### config.mk
export PLATFORM = sky130hd
export DESIGN_NAME = master_loader
export DESIGN_NICKNAME = d
export VERILOG_FILES = /design/src/rtl/master_loader.sv
export SDC_FILE = /design/constraint.sdc
export NUM_CORES = 1
export LEC_CHECK = 0
export CORE_AREA = 2 2 73 75
export DETAILED_ROUTE_END_ITERATION = 6
export DIE_AREA = 0 0 75 77
export DONT_BUFFER_PORTS = 1
export PLACE_DENSITY_LB_ADDON = 0.05
export SLEW_MARGIN = 25
export SYNTH_ARGS = -nofsm -noshare
export SYNTH_HDL_FRONTEND = slang
export SYNTH_SLANG_ARGS = --single-unit
### constraint.sdc
create_clock -name clk -period 3.7 [get_ports clk]
set_input_delay 0.74 -clock clk [delete_from_list [all_inputs] [get_ports clk]]
set_output_delay 0.74 -clock clk [all_outputs]
set_load 0.01 [all_outputs]
### src/rtl/master_loader.sv
// Bus master that streams words into (load) or out of (dump) a 32-entry slave
// memory through the master side of the memory access mux.
module master_loader #(
  parameter int ADDR_W = 5,
  parameter int DATA_W = 12
) (
  input  logic              clk,
  input  logic              reset,
  input  logic              cmd_load,
  input  logic              cmd_dump,
  input  logic [ADDR_W-1:0] start_addr,
  input  logic [ADDR_W:0]   length,
  input  logic [DATA_W-1:0] in_data,
  input  logic              in_valid,
  output logic              in_ready,
  output logic [DATA_W-1:0] out_data,
  output logic              out_valid,
  input  logic              out_ready,
  output logic              master_has_control,
  output logic [ADDR_W-1:0] master_read_addr,
  output logic [ADDR_W-1:0] master_write_addr,
  output logic              master_write,
  output logic [DATA_W-1:0] master_write_node,
  input  logic [DATA_W-1:0] master_read_node,
  output logic              busy,
  output logic              done
);

  typedef enum logic [2:0] {
    IDLE    = 3'd0,
    GRAB    = 3'd1,
    LOAD    = 3'd2,
    DUMP    = 3'd3,
    RELEASE = 3'd4
  } state_t;

  localparam logic [ADDR_W-1:0] PTR_ONE = 1;
  localparam logic [ADDR_W:0]   REM_ONE = 1;

  state_t              state_reg, state_next;
  logic [ADDR_W-1:0]   ptr_reg, ptr_next;
  logic [ADDR_W:0]     remaining_reg, remaining_next;
  logic                op_dump_reg, op_dump_next;
  logic                control_reg, control_next;
  logic [DATA_W-1:0]   out_data_reg, out_data_next;
  logic                out_valid_reg, out_valid_next;
  logic                fetch;

  always_ff @(posedge clk or posedge reset) begin
    if (reset) begin
      state_reg     <= IDLE;
      ptr_reg       <= '0;
      remaining_reg <= '0;
      op_dump_reg   <= 1'b0;
      control_reg   <= 1'b0;
      out_data_reg  <= '0;
      out_valid_reg <= 1'b0;
    end else begin
      state_reg     <= state_next;
      ptr_reg       <= ptr_next;
      remaining_reg <= remaining_next;
      op_dump_reg   <= op_dump_next;
      control_reg   <= control_next;
      out_data_reg  <= out_data_next;
      out_valid_reg <= out_valid_next;
    end
  end

  always_comb begin
    state_next     = state_reg;
    ptr_next       = ptr_reg;
    remaining_next = remaining_reg;
    op_dump_next   = op_dump_reg;
    out_data_next  = out_data_reg;
    out_valid_next = out_valid_reg;
    in_ready       = 1'b0;
    master_write   = 1'b0;
    fetch          = 1'b0;

    case (state_reg)
      IDLE: begin
        if (cmd_load || cmd_dump) begin
          // Zero-length commands skip bus ownership entirely and just pulse done.
          if (length == '0) begin
            state_next = RELEASE;
          end else begin
            ptr_next       = start_addr;
            remaining_next = length;
            op_dump_next   = !cmd_load;
            state_next     = GRAB;
          end
        end
      end

      GRAB: begin
        state_next = op_dump_reg ? DUMP : LOAD;
      end

      LOAD: begin
        in_ready = (remaining_reg != '0);
        if (in_valid && in_ready) begin
          master_write   = control_reg;
          ptr_next       = ptr_reg + PTR_ONE;
          remaining_next = remaining_reg - REM_ONE;
          if (remaining_reg == REM_ONE) begin
            state_next = RELEASE;
          end
        end
      end

      DUMP: begin
        // Single-entry output register: refill whenever it is empty or being popped.
        fetch = (remaining_reg != '0) && (!out_valid_reg || out_ready);
        if (fetch) begin
          out_data_next  = master_read_node;
          out_valid_next = 1'b1;
          ptr_next       = ptr_reg + PTR_ONE;
          remaining_next = remaining_reg - REM_ONE;
        end else if (out_valid_reg && out_ready) begin
          out_valid_next = 1'b0;
        end
        if ((remaining_next == '0) && !out_valid_next) begin
          state_next = RELEASE;
        end
      end

      RELEASE: begin
        state_next = IDLE;
      end

      default: begin
        state_next = IDLE;
      end
    endcase
  end

  always_comb begin
    control_next = (state_next == GRAB) || (state_next == LOAD) || (state_next == DUMP);
  end

  assign master_has_control = control_reg;
  assign master_read_addr   = ptr_reg;
  assign master_write_addr  = ptr_reg;
  assign master_write_node  = in_data;
  assign out_data           = out_data_reg;
  assign out_valid          = out_valid_reg;
  assign busy               = (state_reg != IDLE);
  assign done               = (state_reg == RELEASE);

endmodule
==> qor.yml, run 1 <==
status: "completed"
die_h_um: 77
combPwrFrac_pct: 43.4
ys_dominant_reg_cell: "dfrtp_1"
tritoncts: "yes"
synthArstFlopShare_pct: 100
cp.arrival_ns: 2.01
grt_pass1_wl_um: 6790
regArea_sq_um: 726
fin_skew_ns: 0.00964
dpl.cell_count: 238
cts_resized: 0
port_buffers: 0
cap_violations: 0
maxClockFrequency_mhz: 364
synth_compound_area_share_pct: 17.6
maxSlewHeadroom_pct: 48.4
power_switching_uw: 848
antenna-diode-count: 0
syn_avg_cell_area_sq_um: 9.61
wl_um: 4380
start_kind: "flip-flop"
swShare_pct: 42.8
finalSetupTns_ns: 0
final_antenna_net_count: 0
multi_input_area_sq_um: 902
viasPerCell: 5.57
drtIter0Drc: 65
power.leakage_nw: 0.760
ys_seq_area_share_pct: 39.3
layout-drive-gt1-share_pct: 15.9
yosys_warnings: 0
hp-class: "in -> async"
synth_cells: 192
netlist_area_sq_um: 1850
seq_power_share_pct: 36.6
muxShareOfSynthArea_pct: 10.1
drc: 0
syn2layout_area_growth_pct: 2.03
gp_congestion: 0.809
insertion_delay_ns: 0.29
power.density_nw_per_um2: 1050
finalMaxSlewViolations: 0
ctsHoldBuffers: 0
antenna_found_initial: 0
hold_viol: 0
crit_required_ns: 2.96
num-fill-cells: 496
synthAdderAreaFrac_pct: 2.03
chipWidth_um: 75
cts.reportedPaths.clkPinSlew_ns: 0.07
vdd.ir_drop.worst_mv: 0.343
num_io_pins: 81
fin_ws_ns: 0.952
syn_nets: 236
grt_use_total_pct: 15.5
yosys.area_share.simple_pct: 18.6
synth_cell_types: 45
drt-wirelength-per-cell_um: 17.8
stdcell_count: 246
initial_utilization_pct: 37.1
htreeDepth: 2
grt-ovfl-total: 0
dp_slack_ns: 1.20
rows: 26
p_int_mw: 1.13
worstSetupPathType: "reg -> out"
grt_max_degree: 19
rsz0062_at_grt: "no"
cts_buffers: 5
clk_path_buf_depth: 2
synth_top_family_by_area: "simple AND/OR/NAND/NOR gates"
clockPowerShare_pct: 20.0
grt_pass1_vias: 1353
critPathCaptureType: "primary output"
setup_viol: 0
first_pass_iters: 4
fin_crit_sh_pct: 74.3
ys_seq_elements: 29
layout.nets: 219
synth_edf_count: 0
largest_reg_flops: 12
crit_fanout: 15
post-cts-setup-buffers: 0
clock-sinks: 29
cts_root_buf: "clkbuf_8"
synth_xor_xnor_area_share_pct: 0.475
vias: 1371
r2r-start: "state_reg[2]$_DFF_PP0_"
tightestPinTransition_ns: 0.772
dieArea_sq_um: 5780
cp-startpoint: "state_reg[2]$_DFF_PP0_"
dp_hpwl_um: 3270
core_region_area_sq_um: 4980
min_period_ns: 2.75
critical path: stages, from the launching register on:
cell and delay, ns:
dfrtp_1 0.43, and2b_1 0.53, nand2_1 0.23, nor2_1 0.28, and3_1 0.25
worst paths after layout:
path                                           endpoint  slack [ns]  cells after the start
max                                        master_write        0.95                      4
min                             out_data[4]$_DFFE_PP0P_        0.33                      1
max reg2reg                    out_data[11]$_DFFE_PP0P_        1.23                      4
min reg2reg                     op_dump_reg$_DFFE_PP0P_        0.53                      2
max in group asynchronous  master_has_control$_DFF_PP0_        2.75                      2
min in group clk                op_dump_reg$_DFFE_PP0P_        0.53                      1
cell usage after synthesis, types with 5 or more instances:
cell type	instances	area, sq um
mux2_4	8	120
mux2_2	5	56.3
nor2_1	19	71.3
nand3_1	7	35.0
o21ai_0	14	70.1
inv_1	7	26.3
nand2_1	12	45.0
buf_4	17	128
o22ai_1	6	37.5
a21oi_1	10	50.1
dfrtp_1	29	726
area by class of cell:
cell class                 count  area share (%)
clock buffer                   5            3.65
clock inverter                 3            3.46
inverter                       7            1.40
multi-input combinational    131            47.9
sequential                    29            38.5
tap                           70            4.65
timing repair buffer           1           0.399
metal layers:
metal / vias to the layer above / share of wire [%] / track usage, %
met3: 10 / 7.7 / 5.78
li1: 636 / - / -
met5: - / 0 / 0
met2: 53 / 49 / 24.7
met1: 672 / 42 / 18.6
met4: 0 / 1.5 / 6.07
power by group through the flow:
stage / registers, mW / clock network, mW / logic [mW]
floorplan: 0.649 / 0 / 0.845
global placement: 0.727 / 0 / 0.850
detailed placement: 0.734 / 0 / 0.862
CTS: 0.729 / 0.404 / 0.868
global route: 0.757 / 0.421 / 0.970
finish: 0.725 / 0.397 / 0.861
cells by family (layout without fill, tap and decap cells):
kind of cell | after synthesis | in the layout
XOR/XNOR | 1 | 1
buffers and inverters | 32 | 16
flip-flops | 29 | 29
AND/OR/NAND/NOR | 63 | 63
AO/OA/AOI/OAI | 50 | 50
multiplexers | 14 | 14
adder cells (fa/ha/maj) | 3 | 3
cell usage in the layout (no fill, tap or decap), drive strengths merged, types with 4 or more instances in the layout:
master | netlist | layout
dfrtp | 29 | 29
nor2 | 19 | 19
o21ai | 14 | 14
mux2 | 13 | 13
nand2 | 12 | 12
a21oi | 10 | 10
inv | 7 | 7
nand3 | 7 | 7
o22ai | 7 | 7
clkbuf | 3 | 5
nor3 | 5 | 5
a211oi | 5 | 5
a2bb2oi | 4 | 4
stage by stage:
step / area [sq um] / utilization (%) / hold WS [ns] / total power [mW]
finish: 1880 / 37.8 / 0.334 / 1.98
global route: 1880 / 37.8 / 0.374 / 2.15
CTS: 1880 / 37.8 / 0.358 / 2.00
detailed placement: 1750 / 35.1 / 0.521 / 1.60
global placement: 1750 / 35.1 / 0.503 / 1.58
floorplan: 1850 / - / 0.470 / 1.49
Power figures use the tool's default switching activity.
==> run 2, diff against run 1 <==
clock period = 2.25 ns   (was 3.7 ns; I/O delays follow)
==> run 2 against run 1 <==
Against the previous run: global-route usage rose by 0.27 points; clock power rose by 43%; worst setup slack got worse by 0.85 ns; first-iteration DRC count rose by 11%; flip-flop and latch count did not move; highest routed layer unchanged.
==> qor.yml, run 2 (same netlist as run 1, synthesis figures left out) <==
status: "completed"
antenna_found_initial: 0
dp_slack_ns: 0.291
largest_reg_flops: 12
grt_pass1_vias: 1415
finalSetupTns_ns: 0
first_pass_iters: 4
drtIter0Drc: 72
clk_path_buf_depth: 2
crit_chain: "nor4_4, and2_2, nor2_1, and3_1"
wl_um: 4380
antenna-diode-count: 0
placed_cell_area_sq_um: 1810
final_antenna_net_count: 0
cp.arrival_ns: 1.69
vias: 1364
critPathCaptureType: "primary output"
tritoncts: "yes"
gp_congestion: 0.816
multi_input_area_sq_um: 906
clock-sinks: 29
cts_buffers: 5
initial_utilization_pct: 37.1
hold_viol: 0
rsz0062_at_grt: "no"
cts_root_buf: "clkbuf_8"
maxClockFrequency_mhz: 466
layout.nets: 226
cpPeakStageDelay_ns: 0.45
drc: 0
chipWidth_um: 75
stdcell_count: 253
drt-wirelength-per-cell_um: 17.3
start_kind: "flip-flop"
dp_hpwl_um: 3320
min_period_ns: 2.14
finalMaxSlewViolations: 0
layout-drive-gt1-share_pct: 20.2
insertion_delay_ns: 0.29
crit_required_ns: 1.80
die_h_um: 77
setup_viol: 0
tightestPinTransition_ns: 0.577
syn2layout_area_growth_pct: 5.02
num_io_pins: 81
power.leakage_nw: 0.787
dpl.cell_count: 245
grt_max_degree: 19
power.density_nw_per_um2: 1700
rows: 26
vdd.ir_drop.worst_mv: 0.538
num-fill-cells: 498
grt_pass1_wl_um: 7020
cap_violations: 0
core_region_area_sq_um: 4980
rr_worst_depth: 5
htreeDepth: 2
hp-class: "in -> async"
worstSetupPathType: "reg -> out"
mostFrequentLayoutCell: "dfrtp_1"
fin_crit_sh_pct: 95.3
stdcell_area_sq_um: 1940
regArea_sq_um: 726
fin_skew_ns: 0.0116
fin_ws_ns: 0.106
mostFrequentLayoutCells: "dfrtp_1, nor2_1, o21ai_0"
grt-ovfl-total: 0
viasPerCell: 5.39
post-cts-setup-buffers: 0
grt_use_total_pct: 15.8
cts.reportedPaths.clkPinSlew_ns: 0.07
port_buffers: 0
crit_fanout: 7
maxSlewHeadroom_pct: 61.5
dieArea_sq_um: 5780
crit_slowest_cell: "dfrtp_1"
## run 2: cell types whose count changed in the layout (fill, tap and decap cells not counted), sizes merged
cell	delta
clkinv	-1
bufinv	-1
clkbuf	+1
buf	+7
clkinvlp	+1
## run 2: timing repair
action,4_1_cts,5_1_grt
gates resized for setup,1,1
hold buffers,0,0
setup endpoints to repair,1,1
hold endpoints to repair,0,0
pin swaps,0,0
## run 2: area by class of cell
class / instances / share of cell area [%]
multi-input combinational: 131 / 46.7
sequential: 29 / 37.4
tap: 70 / 4.52
clock buffer: 6 / 4.26
timing repair buffer: 8 / 3.74
clock inverter: 2 / 1.94
inverter: 7 / 1.36
## run 2: critical path: cells and delay by family (launching register included)
| kind | cells | cell delay (ns) |
|---|---|---|
| flops | 1 | 0.45 |
| simple gates | 4 | 0.96 |
## run 2: where the power goes
group / total [mW] / internal [mW] / switching, mW
combinational: 1.57 / 0.744 / 0.824
clock: 0.568 / 0.360 / 0.208
sequential: 1.15 / 0.788 / 0.364
## run 2: per-stage QoR
step | utilization (%) | power, mW | hold slack (ns)
floorplan | - | 2.46 | 0.470
global placement | 36.5 | 2.71 | 0.373
detailed placement | 36.5 | 2.73 | 0.382
CTS | 38.9 | 3.32 | 0.0759
global route | 38.9 | 3.58 | 0.0912
finish | 38.9 | 3.29 | 0.0560
## run 2: path summary, 6_finish.rpt
path,slack (ns),startpoint,end
worst max-delay path,0.11,remaining_reg[3]$_DFFE_PP0P_,master_write
worst min-delay path,0.06,reset,out_data[4]$_DFFE_PP0P_
worst max register to register,0.37,state_reg[2]$_DFF_PP0_,out_data[11]$_DFFE_PP0P_
worst min register to register,0.54,state_reg[2]$_DFF_PP0_,state_reg[1]$_DFF_PP0_
max in group asynchronous,1.58,reset,master_has_control$_DFF_PP0_
min in group clk,0.25,cmd_load,op_dump_reg$_DFFE_PP0P_
## run 2: per-layer routing
layer,share of wire (%),wire length [um],vias to the layer above,global-route usage [%]
met4,2.3,99,0,5.36
met2,48,2120,52,25.8
met1,42,1830,647,19.1
li1,-,-,652,-
met3,7.6,333,13,5.26
met5,0,0,-,0
